$ cat src/rtl/vga_sync_generator.sv
// VGA raster timing generator: divides clk down to a pixel tick and produces
// zero-skew registered coordinates, sync pulses, video_on and frame markers.
module vga_sync_generator #(
  parameter int CLK_DIV  = 4,
  parameter int H_SYNC   = 96,
  parameter int H_BP     = 48,
  parameter int H_ACTIVE = 640,
  parameter int H_FP     = 16,
  parameter int V_SYNC   = 2,
  parameter int V_BP     = 33,
  parameter int V_ACTIVE = 480,
  parameter int V_FP     = 10,
  parameter bit SYNC_POL = 1'b0
) (
  input  logic        clk,
  input  logic        rst,
  output logic        pix_tick,
  output logic [15:0] h_counter,
  output logic [15:0] v_counter,
  output logic        hsync,
  output logic        vsync,
  output logic        video_on,
  output logic        frame_start,
  output logic [7:0]  frame_count
);

  localparam int H_TOTAL = H_SYNC + H_BP + H_ACTIVE + H_FP;
  localparam int V_TOTAL = V_SYNC + V_BP + V_ACTIVE + V_FP;

  localparam logic [15:0] H_LAST      = 16'(H_TOTAL - 1);
  localparam logic [15:0] V_LAST      = 16'(V_TOTAL - 1);
  localparam logic [15:0] H_SYNC_END  = 16'(H_SYNC);
  localparam logic [15:0] V_SYNC_END  = 16'(V_SYNC);
  localparam logic [15:0] H_ACT_BEG   = 16'(H_SYNC + H_BP);
  localparam logic [15:0] H_ACT_END   = 16'(H_SYNC + H_BP + H_ACTIVE);
  localparam logic [15:0] V_ACT_BEG   = 16'(V_SYNC + V_BP);
  localparam logic [15:0] V_ACT_END   = 16'(V_SYNC + V_BP + V_ACTIVE);

  localparam logic [4:0]  DIV_LAST    = 5'(CLK_DIV - 1);

  logic [4:0]  div_cnt;
  logic [4:0]  div_next;
  logic [15:0] h_next;
  logic [15:0] v_next;
  logic        line_wrap;
  logic        frame_wrap;
  logic        h_vis_next;
  logic        v_vis_next;

  // Next-state coordinates; sync/video are derived from these so the
  // registered outputs always describe the coordinate being registered.
  always_comb begin
    div_next   = (div_cnt == DIV_LAST) ? 5'd0 : div_cnt + 5'd1;
    line_wrap  = (h_counter == H_LAST);
    frame_wrap = line_wrap && (v_counter == V_LAST);
    h_next     = h_counter;
    v_next     = v_counter;
    if (pix_tick) begin
      h_next = line_wrap ? 16'd0 : h_counter + 16'd1;
      if (line_wrap) begin
        v_next = (v_counter == V_LAST) ? 16'd0 : v_counter + 16'd1;
      end
    end
    h_vis_next = (h_next >= H_ACT_BEG) && (h_next < H_ACT_END);
    v_vis_next = (v_next >= V_ACT_BEG) && (v_next < V_ACT_END);
  end

  always_ff @(posedge clk) begin
    if (rst) begin
      div_cnt     <= 5'd0;
      pix_tick    <= 1'b0;
      h_counter   <= 16'd0;
      v_counter   <= 16'd0;
      hsync       <= SYNC_POL;
      vsync       <= SYNC_POL;
      video_on    <= 1'b0;
      frame_start <= 1'b0;
      frame_count <= 8'd0;
    end else begin
      div_cnt     <= div_next;
      pix_tick    <= (div_next == DIV_LAST);
      h_counter   <= h_next;
      v_counter   <= v_next;
      hsync       <= (h_next < H_SYNC_END) ? SYNC_POL : ~SYNC_POL;
      vsync       <= (v_next < V_SYNC_END) ? SYNC_POL : ~SYNC_POL;
      video_on    <= h_vis_next && v_vis_next;
      frame_start <= pix_tick && frame_wrap;
      if (pix_tick && frame_wrap) begin
        frame_count <= frame_count + 8'd1;
      end
    end
  end

endmodule
$ cat config.mk
export PLATFORM = sky130hd
export DESIGN_NAME = vga_sync_generator
export DESIGN_NICKNAME = d
export VERILOG_FILES = /design/src/rtl/vga_sync_generator.sv
export SDC_FILE = /design/constraint.sdc
export NUM_CORES = 1
export LEC_CHECK = 0
export BUFFER_PORTS_ARGS = -buffer_cell sky130_fd_sc_hd__buf_2
export CORE_MARGIN = 1
export CORE_UTILIZATION = 59
export CTS_CLUSTER_DIAMETER = 120
export DETAILED_ROUTE_END_ITERATION = 8
export PLACE_DENSITY = 0.9
export SETUP_SLACK_MARGIN = 0.05
export SLEW_MARGIN = 20
export SYNTH_ARGS = -nofsm -noshare
export SYNTH_HDL_FRONTEND = slang
export SYNTH_SLANG_ARGS = --single-unit
$ cat constraint.sdc
create_clock -name clk -period 7 [get_ports clk]
set_input_delay 1.05 -clock clk [delete_from_list [all_inputs] [get_ports clk]]
set_output_delay 1.05 -clock clk [all_outputs]
set_load 0.005 [all_outputs]
==> results.py, run 1 <==
metrics = {
    "timing": {
        "max_freq_mhz": 344,
        "setup_viol": 0,
        "hold_violations": 0,
        "hold_slack_ps": 486,
        "slew_violations": 0,
        "finClkSkew_ps": 10.7,
        "tns_ps": 0,
        "relSlewSlack_pct": 49.4,
        "rsz0062_at_grt": "false",
        "finalCritPeriodShare_pct": 41.5,
        "worst_pin_slew_ps": 759,
        "period_needed_ps": 2910,
    },
    "clocking": {
        "cts_tree": "built",
        "cts_resized": 0,
        "root_buffer": "clkbuf_8",
        "postCtsHoldBufs": 0,
        "cts.path.max_buffers": 2,
        "cts_buffers": 5,
        "htreeDepth": 2,
        "cts_sinks": 50,
        "cts_setup_buffers": 0,
        "path_clk_slew_ps": 90,
        "clk_latency_ps": 300,
    },
    "global_route": {
        "grt_use_total_pct": 25.7,
        "met3_usage_pct": 5.34,
        "grtUsageMet2_pct": 40.1,
        "grt_pass1_vias": 2304,
        "grt_busiest_layer": "met2",
        "grt_max_degree": 43,
        "grt_overflow": 0,
        "antenna_found_initial": 0,
        "grtUsageMet1_pct": 34.2,
        "grt_pass1_wl_um": 10400,
    },
    "layout": {
        "final_cell_area_um2": 3020,
        "nNetsFinal": 373,
        "final_util_pct": 68.9,
        "drive_gt1_share_pct": 16.7,
        "n_antenna_cell": 0,
        "synthToLayoutAreaGrowth_pct": 11.3,
    },
    "logic_synthesis": {
        "ys.flop_type": "dfxtp_1",
        "ys_warn_count": 0,
        "seq_area_frac_synth_pct": 36.8,
        "syn_area_um2": 2720,
        "ys_seq_elements": 50,
        "synth.distinct_cells": 52,
        "syn_nets": 337,
        "synthCells": 329,
        "syn-mean-instance-area_um2": 8.26,
        "synthArstFlopShare_pct": 0,
        "synth-edff-count": 0,
    },
    "critical_path": {
        "required_ps": 7230,
        "cp_top_family": "simple AND/OR/NAND/NOR gates",
        "startpoint": "v_counter[0]",
        "cp_max_fo": 13,
        "path_cells": "inv_1 -> ha_1 -> or4b_1 -> nor4_1 -> and2_1 -> nand4_1 -> or3_1 -> a21oi_1",
        "worst_setup_path_start_kind": "flip-flop",
        "rr_startpoint": "v_counter[0]",
        "slowest_stage": "or4b_1",
        "crit_arrival_ps": 3140,
        "endpoint_kind": "flip-flop",
        "cp.buffers_inverters": 1,
        "critical_path_class": "reg -> reg",
        "max_stage_delay_ps": 480,
    },
    "floorplanning": {
        "die-area_um2": 4880,
        "pin_count": 47,
        "die_w_um": 69.9,
        "initial_core_util_pct": 62.0,
        "die_h_um": 69.9,
        "coreArea_um2": 4380,
        "row_count": 24,
    },
    "power": {
        "power_frac_clock_pct": 36.7,
        "power.static_leakage_nw": 1.18,
        "switching_share_pct": 22.0,
        "p_switching_mw": 0.104,
        "power_mw": 0.475,
        "power_density_nw_per_um2": 157,
        "combPwrFrac_pct": 2.4,
        "vdd_drop_max_v": 0.000132,
        "seqPwrFrac_pct": 61.0,
        "internal_power_mw": 0.370,
    },
    "place": {
        "dpl_cell_area_um2": 2930,
        "place_congestion": 0.894,
        "port_buffers": 46,
        "hpwl_um": 4250,
    },
    "run": {
        "maxCapViolCount": 0,
    },
    "worst_hold_path": {
        "min_from": "div_cnt[0]",
        "hold_class": "reg -> reg",
    },
    "detailed_routing": {
        "firstDrtPassIters": 5,
        "antenna_left": 0,
        "vias_per_cell": 6.11,
        "wire_per_inst_um": 14.6,
        "dr.first_iter.drc_count": 212,
        "drc": 0,
        "routed-via-count": 2555,
        "routed_wl_um": 6100,
    },
    "status": {
        "status": "finished, final reports clean",
    },
}
layout make-up:
| class | count | area (µm²) |
|---|---|---|
| Clock inverter | 1 | 5.00 |
| Multi-Input combinational cell | 256 | 1610 |
| Fill cell | 334 | 1360 |
| Timing Repair Buffer | 46 | 230 |
| Clock buffer | 7 | 86.3 |
| Inverter | 6 | 22.5 |
| Tap cell | 52 | 65.1 |
| Sequential cell | 50 | 1000 |
cell usage after synthesis, drive strengths merged, types with 6 or more instances:
cell	instances	area, µm²
xnor2	18	158
nor2	54	203
o21ai	12	60.1
dfxtp	50	1000
a31oi	7	43.8
nor3	12	60.1
nand4	11	83.8
ha	6	75.1
buf	7	41.3
a21oi	17	85.1
nor4	8	71.3
nand3	22	110
xor2	18	158
inv	6	22.5
clkbuf	10	38.8
nand2	17	63.8
per-layer routing:
metal	wire length, µm	vias up
met3	375	16
met5	0	-
met4	133	0
met1	2710	1192
met2	2890	105
li1	-	1242
cell families after synthesis:
kind of cell | synth area share (%)
fa+ha+maj | 2.76
flops | 36.8
simple gates | 30.9
mux | 1.47
xor+xnor | 11.6
compound gates | 12.7
buf+inv | 3.78
power by group through the flow:
stage               clock [mW]  combinational [mW]  sequential (mW)
floorplan                    0             0.00957            0.295
global placement             0              0.0111            0.296
detailed placement           0              0.0114            0.296
CTS                      0.177              0.0114            0.289
global route             0.186              0.0130            0.290
finish                   0.174              0.0112            0.289
flip-flops by register name (all words and copies together), names as in the netlist:
signal and count:
frame_start 1, video_on 1, pix_tick 1, frame_count 8, vsync 1, v_counter 16
h_counter 16, hsync 1, div_cnt 5
worst register-to-register path, stage by stage, from the launching register on:
cell	delay, ps
dfxtp_1	370
inv_1	150
ha_1	160
or4b_1	480
nor4_1	350
and2_1	480
nand4_1	290
or3_1	410
a21oi_1	150
placed cells by master, fill, tap and decap left out, drive strengths merged, types with 3 or more instances in the layout:
cell | synthesis | routed
o21ai | 12 | 12
nor3 | 12 | 12
nand4 | 11 | 11
or3 | 4 | 4
a21oi | 17 | 17
ha | 6 | 6
inv | 6 | 6
clkbuf | 10 | 7
buf | 7 | 46
o21a | 3 | 3
dfxtp | 50 | 50
xnor2 | 18 | 18
nor4 | 8 | 8
xor2 | 18 | 18
o31ai | 3 | 3
a31oi | 7 | 7
mux2i | 4 | 4
nor2 | 54 | 54
nand2 | 17 | 17
nand3 | 22 | 22
nor2b | 4 | 4
and3 | 4 | 4
and4 | 3 | 3
per-stage QoR:
step | setup WS, ps | cells
after floorplan | 4630 | 329
after detailed placement | 4190 | 410
final | 4090 | 418
after global placement | 4320 | 410
after global routing | 3860 | 418
after CTS | 4120 | 418
worst paths after layout:
| kind | slack, ps | depth (start not counted) | to |
|---|---|---|---|
| max reg2reg | 4090 | 8 | frame_count[7] |
| min | 490 | 1 | div_cnt[0] |
| max | 4090 | 8 | frame_count[7] |
| min reg2reg | 490 | 1 | div_cnt[0] |
No activity file was read; power rests on OpenSTA's default activity.
==> run 2: changes to the inputs <==
--- a/config.mk
+++ b/config.mk
@@ -7,10 +7,10 @@
 export LEC_CHECK = 0
 export BUFFER_PORTS_ARGS = -buffer_cell sky130_fd_sc_hd__buf_2
 export CORE_MARGIN = 1
-export CORE_UTILIZATION = 59
+export CORE_UTILIZATION = 56
 export CTS_CLUSTER_DIAMETER = 120
 export DETAILED_ROUTE_END_ITERATION = 8
-export PLACE_DENSITY = 0.9
+export PLACE_DENSITY = 0.87
 export SETUP_SLACK_MARGIN = 0.05
 export SLEW_MARGIN = 20
 export SYNTH_ARGS = -nofsm -noshare
==> constraint.sdc (replaced) <==
create_clock -name clk -period 3.02 [get_ports clk]
set_input_delay 0.453 -clock clk [delete_from_list [all_inputs] [get_ports clk]]
set_output_delay 0.453 -clock clk [all_outputs]
set_load 0.005 [all_outputs]
==> run 2 against run 1 <==
Effect of this change:
- sequential cell count unchanged
- cell area increased by 2.2%
- non-clock buffer count increased by 5
- first-iteration DRC count increased by 15%
- cell count increased by 1.2%
- critical endpoint is now video_on
- highest routed layer unchanged
==> results.py, run 2 (same netlist as run 1, synthesis figures left out) <==
metrics = {
    "status": {
        "status": "finished, final reports clean",
    },
    "clocking": {
        "cts_setup_buffers": 0,
        "cts_buffers": 5,
        "path_clk_slew_ps": 100,
        "postCtsHoldBufs": 0,
        "htreeDepth": 2,
        "clk_latency_ps": 310,
        "cts_sinks": 50,
        "cts_resized": 0,
        "root_buffer": "clkbuf_8",
        "cts_tree": "built",
        "cts.path.max_buffers": 2,
    },
    "place": {
        "port_buffers": 46,
        "dpl_cell_area_um2": 2970,
        "hpwl_um": 4450,
        "place_congestion": 0.934,
    },
    "critical_path": {
        "rr_startpoint": "h_counter[0]",
        "cp_max_fo": 19,
        "slowest_stage": "dfxtp_1",
        "worst_setup_path_start_kind": "flip-flop",
        "worstReg2RegEnd": "video_on",
        "crit_arrival_ps": 2880,
        "max_stage_delay_ps": 420,
        "path_cells": "ha_1 -> and4b_1 -> nand4_4 -> o31a_1 -> nor4_1 -> o2111a_1 -> a31oi_1 -> a2111oi_2",
        "endpoint_kind": "flip-flop",
        "required_ps": 3230,
        "r2r_slack_ps": 350,
        "critical_path_class": "reg -> reg",
        "ff2ff_path_depth": 8,
    },
    "global_route": {
        "grt_pass1_wl_um": 9930,
        "grt_max_degree": 24,
        "grt_use_total_pct": 24.3,
        "grt_pass1_vias": 2187,
        "grt_overflow": 0,
        "antenna_found_initial": 0,
    },
    "detailed_routing": {
        "firstDrtPassIters": 4,
        "drc": 0,
        "routed_wl_um": 6060,
        "vias_per_cell": 6.00,
        "dr.first_iter.drc_count": 243,
        "routed-via-count": 2537,
        "wire_per_inst_um": 14.3,
        "antenna_left": 0,
    },
    "timing": {
        "setup_viol": 0,
        "rsz0062_at_grt": "false",
        "period_needed_ps": 2670,
        "finalCritPeriodShare_pct": 88.6,
        "worst_pin_slew_ps": 584,
        "relSlewSlack_pct": 60.9,
        "slew_violations": 0,
        "finClkSkew_ps": 9.44,
        "tns_ps": 0,
        "max_freq_mhz": 374,
        "hold_violations": 0,
    },
    "worst_hold_path": {
        "hold_class": "reg -> reg",
        "min_from": "div_cnt[0]",
        "hold_end": "div_cnt[0]",
        "hold_depth": 1,
    },
    "run": {
        "maxCapViolCount": 0,
    },
    "layout": {
        "n_antenna_cell": 0,
        "final_common_cell": "nor2_1",
        "reg_top3": "h_counter x16, v_counter x16, frame_count x8",
        "fill_cells": 371,
        "final_cell_mix": "54 x nor2_1, 50 x dfxtp_1, 46 x buf_2, 22 x nand3_1",
        "synthToLayoutAreaGrowth_pct": 13.8,
        "nNetsFinal": 378,
        "drive_gt1_share_pct": 18.1,
        "final_util_pct": 68.6,
        "final_cell_area_um2": 3090,
    },
    "power": {
        "power.static_leakage_nw": 1.22,
        "internal_power_mw": 0.947,
        "seqPwrFrac_pct": 56.0,
        "power_frac_clock_pct": 41.6,
        "combPwrFrac_pct": 2.4,
        "p_switching_mw": 0.251,
        "switching_share_pct": 21.0,
        "vdd_drop_max_v": 0.000307,
        "power_density_nw_per_um2": 388,
    },
    "floorplanning": {
        "die-area_um2": 5130,
        "pin_count": 47,
        "initial_core_util_pct": 60.3,
        "die_h_um": 71.6,
        "coreArea_um2": 4500,
        "die_w_um": 71.6,
        "row_count": 24,
    },
}
[run 2: changes by cell type in the layout (fill, tap and decap cells not counted)]
cell / change
buf_4: +5
bufinv_16: +1
clkbuf_1: -1
clkinv_2: -1
inv_6: +1
[run 2: final cells by class]
cell class	instances	area [µm²]	share of cell area (%)
Inverter	6	22.5	0.729
Clock buffer	6	82.6	2.67
Multi-Input combinational cell	256	1610	52.2
Clock inverter	2	38.8	1.26
Timing Repair Buffer	51	268	8.66
Tap cell	52	65.1	2.11
Sequential cell	50	1000	32.4
[run 2: worst max path at each step]
stage / startpoint / end / depth (start not counted)
floorplan: v_counter[1] / video_on / 7
global placement: h_counter[5] / video_on / 7
detailed placement: h_counter[0] / video_on / 8
CTS: h_counter[0] / video_on / 8
global route: v_counter[0] / frame_count[7] / 8
finish: h_counter[0] / video_on / 8
[run 2: worst max-delay path, delay by kind of cell, from the launching register on]
kind                     cells  cell delay [ps]
flip-flops                   1              420
AO/OA/AOI/OAI                4             1080
adder cells (fa/ha/maj)      1              220
AND/OR/NAND/NOR              3              850
[run 2: power by group through the flow]
stage / Combinational (mW) / Sequential [mW] / Clock, mW
2_1_floorplan: 0.0222 / 0.684 / 0
3_3_place_gp: 0.0270 / 0.686 / 0
3_5_place_dp: 0.0283 / 0.686 / 0
4_1_cts: 0.0287 / 0.671 / 0.511
5_1_grt: 0.0313 / 0.672 / 0.541
6_report: 0.0283 / 0.671 / 0.499
[run 2: layer usage]
metal  routed length [µm]  vias up  GRT usage, %
met5                    0        -             0
met4                   93        0          9.80
met3                  318       11          5.20
met2                 2860       85          39.0
met1                 2790     1188          32.0
li1                     -     1253             -
[run 2: metrics by stage]
step	hold WS, ps	cells	setup WS [ps]	power (mW)
CTS	494	423	333	1.21
global placement	462	415	477	0.713
global route	531	423	128	1.24
detailed placement	478	415	371	0.714
finish	500	423	345	1.20
floorplan	443	329	650	0.706
==> run 3: changes to the inputs <==
--- a/config.mk
+++ b/config.mk
@@ -7,10 +7,10 @@
 export LEC_CHECK = 0
 export BUFFER_PORTS_ARGS = -buffer_cell sky130_fd_sc_hd__buf_2
 export CORE_MARGIN = 1
-export CORE_UTILIZATION = 56
+export CORE_UTILIZATION = 50
 export CTS_CLUSTER_DIAMETER = 120
 export DETAILED_ROUTE_END_ITERATION = 8
-export PLACE_DENSITY = 0.87
+export PLACE_DENSITY = 0.82
 export SETUP_SLACK_MARGIN = 0.05
 export SLEW_MARGIN = 20
 export SYNTH_ARGS = -nofsm -noshare
==> constraint.sdc (replaced) <==
create_clock -name clk -period 2.3 [get_ports clk]
set_input_delay 0.345 -clock clk [delete_from_list [all_inputs] [get_ports clk]]
set_output_delay 0.345 -clock clk [all_outputs]
set_load 0.005 [all_outputs]
==> run 3 against run 2 <==
Effect of this change:
- first-iteration DRC count down 57%
- hold slack worse by 130 ps
- global-route usage down 0.14 points
- largest cell class unchanged
==> results.py, run 3 (same netlist as run 1, synthesis figures left out) <==
metrics = {
    "status": {
        "status": "finished, final reports clean",
    },
    "critical_path": {
        "worstReg2RegEnd": "video_on",
        "rr_startpoint": "v_counter[1]",
        "required_ps": 2500,
        "critical_path_class": "reg -> reg",
        "cp_max_fo": 3,
        "endpoint_kind": "flip-flop",
        "r2r_slack_ps": 40,
        "worst_setup_path_start_kind": "flip-flop",
        "crit_arrival_ps": 2460,
        "ff2ff_path_depth": 9,
    },
    "detailed_routing": {
        "vias_per_cell": 5.59,
        "wl_met2_um": 3410,
        "routed-via-count": 2712,
        "routed_wl_um": 6960,
        "firstDrtPassIters": 4,
        "wire_per_inst_um": 14.3,
        "antenna_left": 0,
        "dr.max_layer_used": "met4",
        "met1Wirelength_um": 3050,
        "dr.first_iter.drc_count": 104,
        "routed-wl-met3_um": 357,
        "drc": 0,
    },
    "timing": {
        "hold_violations": 0,
        "finClkSkew_ps": 6.59,
        "layout_setup_ws_ps": 38.5,
        "slew_violations": 0,
        "max_freq_mhz": 442,
        "rsz0062_at_grt": "true",
        "period_needed_ps": 2260,
        "setup_viol": 0,
        "finalCritPeriodShare_pct": 98.3,
        "worst_pin_slew_ps": 430,
        "relSlewSlack_pct": 71.3,
    },
    "clocking": {
        "cts_sinks": 50,
        "root_buffer": "clkbuf_8",
        "cts_buffers": 5,
        "cts_tree": "built",
        "cts.path.max_buffers": 2,
        "path_clk_slew_ps": 90,
        "htreeDepth": 2,
        "postCtsHoldBufs": 0,
        "clk_latency_ps": 300,
    },
    "power": {
        "power_mw": 1.43,
        "p_switching_mw": 0.330,
        "internal_power_mw": 1.10,
        "seqPwrFrac_pct": 61.3,
        "power.static_leakage_nw": 1.44,
        "combPwrFrac_pct": 3.1,
        "power_density_nw_per_um2": 408,
        "power_frac_clock_pct": 35.7,
        "vdd_drop_max_v": 0.000235,
        "switching_share_pct": 23.0,
    },
    "layout": {
        "nNetsFinal": 422,
        "n_antenna_cell": 0,
        "fill_cells": 418,
        "drive_gt1_share_pct": 32.0,
        "final_cells": 485,
        "synthToLayoutAreaGrowth_pct": 29.4,
        "reg_top3": "h_counter x16, v_counter x16, frame_count x8",
        "final_cell_mix": "52 x nor2_1, 49 x buf_4, 46 x dfxtp_1, 46 x buf_2, 22 x nand3_1",
        "regArea_um2": 1010,
        "multiInputGateArea_um2": 1710,
        "final_common_cell": "nor2_1",
    },
    "worst_hold_path": {
        "hold_class": "in -> reg",
        "hold_end": "h_counter[15]",
        "min_from": "rst",
        "hold_depth": 2,
    },
    "global_route": {
        "antenna_found_initial": 0,
        "grt_max_degree": 32,
        "grt_use_total_pct": 24.2,
        "grt_overflow": 0,
        "grt_pass1_vias": 2366,
        "grt_pass1_wl_um": 10500,
    },
    "floorplanning": {
        "initial_core_util_pct": 52.5,
        "die_w_um": 75.7,
        "die-area_um2": 5730,
        "coreArea_um2": 5170,
        "row_count": 26,
        "pin_count": 47,
        "die_h_um": 75.7,
    },
    "place": {
        "place_congestion": 0.916,
        "pre_cts_slack_ps": -51.2,
        "numPlacedInstances": 476,
        "port_buffers": 46,
        "hpwl_um": 5230,
    },
    "run": {
        "maxCapViolCount": 0,
    },
}
[run 3: changes by cell type in the layout (fill, tap and decap cells not counted), moves of 3 or more]
cell / previous run / this run
dfxtp_2: 0 / 4
buf_4: 5 / 49
nor4_4: 1 / 4
nor4_1: 6 / 2
dfxtp_1: 50 / 46
[run 3: area by class of cell]
class,count,share of cell area [%]
inverter,6,0.641
multi-input combinational,256,48.7
clock buffer,5,1.96
tap,70,2.49
sequential,50,28.6
clock inverter,3,0.534
timing repair buffer,95,17.0
[run 3: through the flow]
stage                     instance area [µm²]  utilization, %  hold slack [ps]  setup TNS (ps)
after floorplan                          2750               -              443               0
final                                    3510            67.9              374               0
after global routing                     3510            67.9              374            -156
after detailed placement                 3340            64.7              478           -51.2
after global placement                   3340            64.7              466               0
after CTS                                3450            66.7              364           -51.8
[run 3: what timing repair did]
action,4_1_cts,5_1_grt
hold endpoints to repair,0,0
gates resized for setup,6,14
setup buffers,1,0
cloned,0,0
endpoints found under the setup margin,4,9
pin swaps,6,11
[run 3: worst max-delay path: stages (launching register included)]
cell       delay (ps)
dfxtp_2           340
inv_2              60
ha_1              130
or4b_4            500
nor4_4            210
a31oi_1            70
o21bai_1          240
o2111a_1          240
a31oi_1            90
a2111oi_2         290
[run 3: power groups by stage]
stage	combinational (mW)	sequential, mW	clock (mW)
after floorplan	0.0292	0.898	0
after global placement	0.0429	0.897	0
after detailed placement	0.0438	0.898	0
after CTS	0.0439	0.878	0.523
after global routing	0.0494	0.880	0.558
final	0.0440	0.879	0.512
[run 3: per-layer routing]
layer  vias to the layer above  track usage, %
met5                         -               0
met4                         0            10.7
met3                        16            4.89
met2                        80            41.0
met1                      1272            29.8
li1                       1344               -
[run 3: worst max path at each step]
| stage | startpoint | end | slack (ps) | depth (start not counted) |
|---|---|---|---|---|
| 2_1_floorplan | v_counter[0] | video_on | 50 | 8 |
| 3_3_place_gp | v_counter[12] | video_on | 60 | 7 |
| 3_5_place_dp | v_counter[12] | video_on | -50 | 7 |
| 4_1_cts | v_counter[1] | video_on | -40 | 9 |
| 5_1_grt | h_counter[4] | video_on | -130 | 9 |
| 6_report | v_counter[1] | video_on | 40 | 9 |
